===== config.mk =====
export PLATFORM = sky130hd
export DESIGN_NAME = iter_lshift
export DESIGN_NICKNAME = d
export VERILOG_FILES = /design/src/rtl/iter_lshift_pkg.sv /design/src/rtl/iter_lshift.sv
export SDC_FILE = /design/constraint.sdc
export NUM_CORES = 1
export LEC_CHECK = 0
export ABC_AREA = 1
export CAP_MARGIN = 40
export CORE_MARGIN = 1.5
export CORE_UTILIZATION = 43
export CTS_BUF_LIST = sky130_fd_sc_hd__clkbuf_8
export CTS_CLUSTER_DIAMETER = 30
export DETAILED_ROUTE_END_ITERATION = 7
export PLACE_DENSITY = 0.77
export SYNTH_ARGS = -nofsm -noshare
export SYNTH_HDL_FRONTEND = slang
export SYNTH_SLANG_ARGS = --single-unit

===== constraint.sdc =====
create_clock -name CLK -period 1.3 [get_ports CLK]
set_input_delay 0.26 -clock CLK [delete_from_list [all_inputs] [get_ports CLK]]
set_output_delay 0.26 -clock CLK [all_outputs]
set_load 0.02 [all_outputs]

===== src/rtl/iter_lshift_pkg.sv =====
// Shared encodings for the iterative left-shift unit: operation select and FSM states.
package iter_lshift_pkg;

    typedef enum logic [1:0] {
        OP_LSL  = 2'b00,
        OP_ROL  = 2'b01,
        OP_SLO  = 2'b10,
        OP_PASS = 2'b11
    } shift_op_e;

    typedef enum logic [1:0] {
        ST_IDLE  = 2'b00,
        ST_SHIFT = 2'b01,
        ST_DONE  = 2'b10
    } state_e;

endpackage


===== src/rtl/iter_lshift.sv =====
// Multi-cycle left shifter (LSL/ROL/SLO/PASS), one bit per clock, start/busy/done handshake.
//
// state | meaning
// IDLE  | waiting for start; result/carry hold the last completed value
// SHIFT | one bit step per edge until the latched count runs out
// DONE  | one-cycle completion pulse, then back to IDLE
module iter_lshift
    import iter_lshift_pkg::*;
#(
    parameter int W = 8
) (
    input  logic         CLK,
    input  logic         RESET,
    input  logic         start,
    input  logic [W-1:0] data,
    input  logic [W-1:0] shift_amt,
    input  logic [1:0]   shift_type,
    output logic [W-1:0] result,
    output logic         carry,
    output logic         busy,
    output logic         done
);

    localparam int CW = $clog2(W) + 1;
    localparam logic [W-1:0]  AMT_W = W'(W);
    localparam logic [CW-1:0] CNT_W = CW'(W);

    state_e         state_q, state_d;
    shift_op_e      op_q, op_d;
    logic [W-1:0]   result_q, result_d;
    logic           carry_q, carry_d;
    logic [CW-1:0]  cnt_q, cnt_d;
    logic [CW-1:0]  cnt_eff;
    shift_op_e      op_in;

    function automatic logic [W-1:0] step(input logic [W-1:0] v, input shift_op_e op);
        case (op)
            OP_LSL:  step = {v[W-2:0], 1'b0};
            OP_ROL:  step = {v[W-2:0], v[W-1]};
            OP_SLO:  step = {v[W-2:0], 1'b1};
            default: step = v;
        endcase
    endfunction

    assign op_in = shift_op_e'(shift_type);

    // Rotates wrap modulo W; plain shifts saturate at W since further steps change nothing new.
    always_comb begin
        cnt_eff = '0;
        case (op_in)
            OP_LSL, OP_SLO: cnt_eff = (shift_amt >= AMT_W) ? CNT_W : shift_amt[CW-1:0];
            OP_ROL:         cnt_eff = CW'(shift_amt[CW-2:0]);
            default:        cnt_eff = '0;
        endcase
    end

    always_comb begin
        state_d  = state_q;
        op_d     = op_q;
        result_d = result_q;
        carry_d  = carry_q;
        cnt_d    = cnt_q;
        case (state_q)
            ST_IDLE: begin
                if (start) begin
                    result_d = data;
                    carry_d  = 1'b0;
                    op_d     = op_in;
                    cnt_d    = cnt_eff;
                    state_d  = (cnt_eff != '0) ? ST_SHIFT : ST_DONE;
                end
            end
            ST_SHIFT: begin
                carry_d  = result_q[W-1];
                result_d = step(result_q, op_q);
                cnt_d    = cnt_q - CW'(1);
                if (cnt_q == CW'(1)) state_d = ST_DONE;
            end
            ST_DONE: state_d = ST_IDLE;
            default: state_d = ST_IDLE;
        endcase
    end

    always_ff @(posedge CLK or posedge RESET) begin
        if (RESET) begin
            state_q  <= ST_IDLE;
            op_q     <= OP_LSL;
            result_q <= '0;
            carry_q  <= 1'b0;
            cnt_q    <= '0;
        end else begin
            state_q  <= state_d;
            op_q     <= op_d;
            result_q <= result_d;
            carry_q  <= carry_d;
            cnt_q    <= cnt_d;
        end
    end

    assign result = result_q;
    assign carry  = carry_q;
    assign busy   = (state_q != ST_IDLE);
    assign done   = (state_q == ST_DONE);

endmodule


==> impl_metrics.ini, run 1 <==
[grt]
grt_max_degree = 18
antenna_found_initial = 0
grt_pass1_vias = 910
grt_overflow = 0
grt_pass1_wl_um = 3857
gr-usage-all-layers = 0.1921

[floorplan]
die_w_um = 52.26
start_util = 0.4628
num_rows = 17
die-area_mm2 = 0.002731
fp.coreArea_mm2 = 0.002255
die_h_um = 52.26
pin_count = 32

[route]
num_vias = 982
postRouteAntennaNets = 0
wl_um = 2321
drt_iter0_markers = 21
wire_per_inst_um = 11.00
drt_first_pass_iters = 4
via_per_inst = 4.654
drcViolationCount = 0

[worst_setup_path]
cp-end-kind = output pin
slowest_stage = dfrtp_2
cp.required_ns = 1.04
crit_path_max_fanout = 3
critPathKind = flop to output pin
crit_buf_inv = 2
r2r_slack_ns = 0.06
critPathMaxStageDelay_ns = 0.45
crit_chain = inv_2, nand2_1, buf_2
crit_arrival_ns = 0.99
start_kind = flop
cpLargestDelayFamily = flip-flops

[hold_path]
min-delay-path-class = input pin to asynchronous set/reset pin

[yosys]
yosys_register_bits = 17
synth-edff-count = 0
syn-instance-count = 139
syn-num-nets = 165
ys_types = 20
synth_top_area_share = 0.4077
synth-async-reset-ratio = 1.000
ys_seq_area_frac = 0.4077
synth_area_per_cell_um2 = 7.507
synth-warning-count = 0
ys_top_cells_by_count = 51 x nand2_1, 18 x inv_1, 17 x dfrtp_1
synthTopCellsByArea = dfrtp_1 41%, nand2_1 18%, inv_1 6.5%, ha_1 6.0%, o21ai_0 5.8%
synth.most_common_cell = nand2_1
synth_ff_type = dfrtp_1
synth_area_mm2 = 0.001044
synth_top_area_cell = dfrtp_1

[final_layout]
final-instance-count-excl-fill = 211
area_delta_synth_final_pct = 45.56
drive_gt1_frac = 0.2131
nNetsFinal = 210
utilization = 0.6737
fillCellCount = 207
seqCellArea_um2 = 426.7
num_antenna_cells = 0
multi_input_area_um2 = 546.8

[timing]
slew_viol_final = 0
tightest_slew_ns = 0.2167
rsz0062_at_grt = yes
hold_viol = 0
fin_crit_sh = 0.9603
finClkSkew_ns = 0.003913
relSlewSlack = 0.8540
post-route-min-period_ns = 1.248
setup_viol = 0
fin_setup_tns_ns = 0
fmax_mhz = 801.0

[power]
swShare = 0.4669
p_clk_frac = 0.104
p_seq_frac = 0.267
ir_drop_mv = 1.291
power.density_mw_per_mm2 = 2352
internal-power_mw = 1.905
power.leakage_nw = 0.7796
switchingPower_mw = 1.668
pwr-share-comb = 0.628

[cts]
cts_buffers = 3
cts.clk_slew.worst_paths_ns = 0.06
clockBufferDepth = 2
h-tree-depth = 1
clock-root-buffer = clkbuf_8
clock_sinks = 17
cts_tree = yes
clock_latency_ns = 0.25

[place]
dp_cells = 205
dpl.hpwl_um = 1878
port-buffer-count = 31
gp_congestion = 0.8083

[run_status]
outcome = complete, no violations

[flow_run]
max_cap_violations = 0
## what timing repair did
item	in CTS	in global routing
endpoints found under the setup margin	11	9
resized for setup	17	17
endpoints found under the hold margin	0	0
cloned	0	0
buffers inserted	0	2
hold buffers	0	0
pin swaps	0	3
## logic make-up (layout without fill, tap and decap cells)
| logic type | Yosys count | after routing | share of synthesized area |
|---|---|---|---|
| compound gates | 24 | 24 | 0.1415 |
| flops | 17 | 17 | 0.4077 |
| simple gates | 70 | 70 | 0.2974 |
| buf+inv | 23 | 67 | 0.09352 |
| fa+ha+maj | 5 | 5 | 0.05995 |
## power groups by stage
stage	clock network [mW]	registers (mW)	logic, mW
after floorplan	0	1.09	1.29
after detailed placement	0	0.948	2.18
after global placement	0	0.943	2.10
after global routing	0.409	0.987	2.53
after CTS	0.384	0.937	2.07
final	0.373	0.956	2.24
## stage by stage
stage,setup slack (ns),power [mW],hold slack [ns],instance area (um2)
final,0.05155,3.573,0.3161,1519
after global routing,-0.01365,3.925,0.3377,1519
after CTS,0.005514,3.392,0.3213,1464
after detailed placement,-0.1283,3.124,0.4780,1440
after global placement,-0.08331,3.045,0.4634,1440
after floorplan,0.05890,2.382,0.1861,1044
## cells in the final DEF (no fill, tap or decap), types with 4 or more instances in the layout
cell type	n
a21oi_1	4
buf_4	10
clkdlybuf4s50_1	20
dfrtp_1	16
dlygate4sd2_1	9
inv_1	16
inv_2	4
nand2_1	49
nor2_1	8
o21ai_0	9
o21ai_2	5
## path summary, 6_finish.rpt
kind / cells past startpoint / startpoint / to
worst max-delay path: 3 / state_q[0] / busy
worst min-delay path: 3 / RESET / op_q[1]
worst max register to register: 8 / state_q[0] / result[6]
worst min register to register: 2 / cnt_q[1] / cnt_q[1]
max in group asynchronous: 3 / RESET / state_q[0]
min in group CLK: 2 / cnt_q[1] / cnt_q[1]
## flip-flops by register name, summed over array words and instances (netlist names)
name	cells
cnt_q	4
state_q	2
op_q	2
result	8
carry	1
## area by class of cell
| cell class | instances | area share |
|---|---|---|
| multi-input combinational | 99 | 0.3600 |
| sequential | 17 | 0.2809 |
| timing repair buffer | 42 | 0.2471 |
| inverter | 21 | 0.05931 |
| clock buffer | 3 | 0.02718 |
| tap | 28 | 0.02306 |
| clock inverter | 1 | 0.002471 |
## metal layers
metal / vias to the layer above / track usage / share of wire
met5: - / 0 / 0
met4: 0 / 0.03846 / 0.0039
met3: 2 / 0.05143 / 0.044
met2: 21 / 0.3207 / 0.48
met1: 435 / 0.2509 / 0.47
li1: 524 / - / -
## worst reg2reg max path, cell delays in order, from the launching register on
cell and delay (ns):
dfrtp_2 0.45, inv_2 0.07, buf_4 0.11, nand3_4 0.09, nand2_4 0.09, nand2_4 0.08, buf_4 0.14, nand2_1 0.05
nand2_1 0.05
Note: power is estimated with default switching activity, not from simulation.
==> run 2: changes to the inputs <==
--- a/config.mk
+++ b/config.mk
@@ -7,7 +7,7 @@
 export LEC_CHECK = 0
 export ABC_AREA = 1
 export CAP_MARGIN = 40
-export CORE_MARGIN = 1.5
+export CORE_MARGIN = 3
 export CORE_UTILIZATION = 43
 export CTS_BUF_LIST = sky130_fd_sc_hd__clkbuf_8
 export CTS_CLUSTER_DIAMETER = 30
==> impl_metrics.ini, run 2 (same netlist as run 1, synthesis figures left out) <==
[power]
internal-power_mw = 1.912
power.density_mw_per_mm2 = 2379
swShare = 0.4725
switchingPower_mw = 1.713
power.leakage_nw = 0.7847
p_seq_frac = 0.258
pwr-share-comb = 0.633
p_clk_frac = 0.109
ir_drop_mv = 1.570

[final_layout]
area_delta_synth_final_pct = 46.04
final_cell_area_mm2 = 0.001524
final_common_cell = nand2_1
fillCellCount = 184
drive_gt1_frac = 0.2283
multi_input_area_um2 = 548.0
seqCellArea_um2 = 425.4
layout_common_cells = 48 x nand2_1, 20 x clkdlybuf4s50_1, 17 x dfrtp_1
largest_reg_flops = 8
num_antenna_cells = 0
final-instance-count-excl-fill = 212
utilization = 0.6759
nNetsFinal = 211

[floorplan]
pin_count = 32
fp.coreArea_mm2 = 0.002255
die_w_um = 55.26
die_h_um = 55.26
num_rows = 17
start_util = 0.4628
die-area_mm2 = 0.003054

[worst_setup_path]
start_kind = flop
cp-end-kind = flop
crit_path_start = state_q[1]
critPathKind = flop to flop
reg2regPathDepth = 9
crit_path_max_fanout = 13
r2r-start = state_q[1]
crit_arrival_ns = 1.40
cp.required_ns = 1.44
crit_end = result[2]
reg2reg_to = result[2]
r2r_slack_ns = 0.04

[place]
dpl.hpwl_um = 2031
dp_cells = 205
gp_congestion = 0.8513
port-buffer-count = 31
placed_area_mm2 = 0.001440

[cts]
clock-root-buffer = clkbuf_8
cts_tree = yes
cts_buffers = 3
clock_sinks = 17
cts.clk_slew.worst_paths_ns = 0.07
clockBufferDepth = 2
h-tree-depth = 1
clock_latency_ns = 0.25

[grt]
antenna_found_initial = 0
gr-usage-all-layers = 0.1783
grt_max_degree = 18
grt_overflow = 0
grt_pass1_wl_um = 4457
grt_pass1_vias = 992

[run_status]
outcome = complete, no violations

[route]
drt_first_pass_iters = 4
postRouteAntennaNets = 0
wl_um = 2531
num_vias = 1011
drcViolationCount = 0
wire_per_inst_um = 11.94
via_per_inst = 4.769
drt_iter0_markers = 17

[timing]
slew_viol_final = 0
fmax_mhz = 796.7
relSlewSlack = 0.8518
fin_crit_sh = 0.9656
hold_viol = 0
setup_viol = 0
tightest_slew_ns = 0.2223
fin_setup_tns_ns = 0
finClkSkew_ns = 0.002836
rsz0062_at_grt = yes
post-route-min-period_ns = 1.255

[hold_path]
min-delay-path-class = input pin to asynchronous set/reset pin

[flow_run]
max_cap_violations = 0
## run 2: layer usage
metal | GRT usage | share of wire
met5 | 0 | 0
met1 | 0.2275 | 0.43
met2 | 0.3024 | 0.53
met3 | 0.03972 | 0.041
met4 | 0.04861 | 0.0040
## run 2: critical path, cell delays in order (launching register included)
cell     delay (ns)
dfrtp_1        0.38
inv_2          0.08
buf_4          0.14
nand2_8        0.07
nor2_2         0.09
nand2_2        0.07
nand2_4        0.11
inv_8          0.06
nand2_1        0.09
o21ai_2        0.05
## run 2: what timing repair did
action                                  4_1_cts  5_1_grt
endpoints found under the setup margin       14       11
pin swaps                                     0        2
resized for setup                            19       13
buffers inserted                              1        2
cloned                                        0        0
hold buffers                                  0        0
## run 2: through the flow
stage	hold WS, ns	worst slack (ns)	total power, mW
2_1_floorplan	0.1861	0.05890	2.382
6_report	0.3146	0.04476	3.625
3_5_place_dp	0.4927	-0.1379	3.146
5_1_grt	0.3375	-0.02781	3.979
3_3_place_gp	0.4646	-0.08558	3.057
4_1_cts	0.3240	0.0008205	3.490
## run 2: how the worst min path moves through the flow
| stage | start | endpoint | cells past startpoint |
|---|---|---|---|
| after CTS | RESET | op_q[0] | 3 |
| after global routing | RESET | result[4] | 3 |
| final | RESET | op_q[1] | 3 |
| after floorplan | RESET | carry | 1 |
| after detailed placement | carry | carry | 1 |
| after global placement | cnt_q[1] | cnt_q[1] | 2 |
## run 2: power groups by stage
stage / Clock [mW] / Combinational [mW] / Sequential (mW)
after floorplan: 0 / 1.29 / 1.09
after global placement: 0 / 2.11 / 0.945
after detailed placement: 0 / 2.20 / 0.951
after CTS: 0.398 / 2.16 / 0.927
after global routing: 0.434 / 2.57 / 0.971
final: 0.395 / 2.29 / 0.936
## run 2: cell type report
type / count / area share
Tap cell: 28 / 0.02299
Sequential cell: 17 / 0.2791
Timing Repair Buffer: 43 / 0.2488
Clock inverter: 1 / 0.003284
Clock buffer: 3 / 0.02709
Multi-Input combinational cell: 99 / 0.3596
Inverter: 21 / 0.05911
==> run 3: changes to the inputs <==
--- a/config.mk
+++ b/config.mk
@@ -8,11 +8,10 @@
 export ABC_AREA = 1
 export CAP_MARGIN = 40
 export CORE_MARGIN = 3
-export CORE_UTILIZATION = 43
-export CTS_BUF_LIST = sky130_fd_sc_hd__clkbuf_8
+export CORE_UTILIZATION = 30
 export CTS_CLUSTER_DIAMETER = 30
 export DETAILED_ROUTE_END_ITERATION = 7
-export PLACE_DENSITY = 0.77
+export REMOVE_ABC_BUFFERS = 1
 export SYNTH_ARGS = -nofsm -noshare
 export SYNTH_HDL_FRONTEND = slang
 export SYNTH_SLANG_ARGS = --single-unit
==> impl_metrics.ini, run 3 (same netlist as run 1, synthesis figures left out) <==
[run_status]
outcome = complete, no violations

[route]
postRouteAntennaNets = 0
drcViolationCount = 0
drt_first_pass_iters = 4
wl_um = 2532
via_per_inst = 4.382
num_vias = 999
drt_iter0_markers = 38
drt-met1-wl_um = 1199
route.met2.wl_um = 1247
topRoutingLayerUsed = met4
met3_wirelength_um = 53
wire_per_inst_um = 11.11

[grt]
grt_pass1_wl_um = 4402
antenna_found_initial = 0
gr-usage-all-layers = 0.1335
grt_overflow = 0
grt_max_degree = 18
grt_pass1_vias = 1029

[power]
ir_drop_mv = 1.239
power.leakage_nw = 0.7642
power.density_mw_per_mm2 = 2343

[floorplan]
die_h_um = 64.98
start_util = 0.3283
num_rows = 20
fp.coreArea_mm2 = 0.003178
die_w_um = 64.98
die-area_mm2 = 0.004222
pin_count = 32

[worst_setup_path]
critPathKind = flop to output pin
start_kind = flop
cpLargestDelayFamily = flip-flops
critPathMaxStageDelay_ns = 0.39
crit_chain = dlygate4sd2_1
reg2reg_to = result[4]
crit_buf_inv = 1
cp-end-kind = output pin
reg2regPathDepth = 8
cp.required_ns = 1.04
r2r_slack_ns = 0.05
r2r-start = op_q[0]
crit_path_max_fanout = 2
slowest_stage = dfrtp_1
crit_arrival_ns = 1.00

[cts]
h-tree-depth = 1
cts.clk_slew.worst_paths_ns = 0.10
clock-root-buffer = clkbuf_4
cts_tree = yes
clock_sinks = 17
cts_buffers = 3
clock_latency_ns = 0.30
clockBufferDepth = 2
hold_buffers = 0

[final_layout]
area_delta_synth_final_pct = 47.84
final_common_cell = nand2_1
nNetsFinal = 211
drive_gt1_frac = 0.2500
final-instance-count-excl-fill = 228
largest_reg_flops = 8
num_antenna_cells = 0
layout_common_cells = 45 x nand2_1, 20 x clkdlybuf4s50_1, 17 x dfrtp_1

[timing]
setup_viol = 0
finClkSkew_ns = 0.006367
holdWs_ns = 0.2623
hold_viol = 0
tightest_slew_ns = 0.2255
slew_viol_final = 0
rsz0062_at_grt = yes
relSlewSlack = 0.8497
fmax_mhz = 791.8
post-route-min-period_ns = 1.263
fin_ws_ns = 0.03713
fin_crit_sh = 0.9714

[place]
gp_congestion = 0.7752
port-buffer-count = 31
dp_slack_ns = -0.1414
dp_cells = 223
dpl.hpwl_um = 2064

[flow_run]
max_cap_violations = 0

[hold_path]
min-delay-path-class = input pin to asynchronous set/reset pin
## run 3: cell count changes in the layout (fill, tap and decap cells not counted), moves of 2 or more
cell             change
buf_2                -2
buf_6                +2
clkbuf_2             +2
clkbuf_4             +3
clkbuf_8             -3
clkdlybuf4s15_1      +5
dlygate4sd2_1        -7
nand2_1              -3
nand2_2              +3
o21ai_0              -4
o21ai_1              +5
## run 3: stage by stage
step	area (um2)	TNS, ns	total power, mW	utilization
5_1_grt	1543	-0.04332	3.968	0.4854
2_1_floorplan	1027	0	2.309	-
4_1_cts	1488	0	3.410	0.4681
6_report	1543	0	3.614	0.4854
3_3_place_gp	1475	-1.190	3.131	0.4642
3_5_place_dp	1475	-1.425	3.210	0.4642
## run 3: power breakdown
part           total [mW]  internal, mW  switching (mW)
Clock               0.290         0.120           0.171
Sequential          0.946         0.785           0.161
Combinational        2.38         0.979            1.40
## run 3: worst max path at each step
| stage | from | endpoint | slack [ns] | cells after the start |
|---|---|---|---|---|
| after floorplan | op_q[0] | result[0] | 0.14 | 8 |
| after global placement | start | cnt_q[3] | -0.11 | 5 |
| after detailed placement | start | result[4] | -0.14 | 7 |
| after CTS | op_q[0] | result[5] | 0.008 | 8 |
| after global routing | op_q[1] | result[4] | -0.01 | 8 |
| final | result[7] | result[7] | 0.04 | 1 |
## run 3: layout make-up
cell class / count / area (um2)
multi-input cells: 99 / 555.5
inverters: 21 / 90.09
flip-flops and latches: 17 / 425.4
clock buffers: 4 / 26.28
repair buffers: 43 / 390.4
well taps: 44 / 55.05
fillers: 337 / 1635
## run 3: layer usage
layer / global-route usage / vias up
met2: 0.2337 / 9
met1: 0.1634 / 465
met5: 0 / -
met3: 0.02773 / 2
li1: - / 523
met4: 0.03958 / 0
## run 3: repair_timing
action	CTS	global route
buffers inserted	0	1
pin swaps	1	3
gates cloned	0	0
resized for setup	21	31
endpoints found under the setup margin	12	20
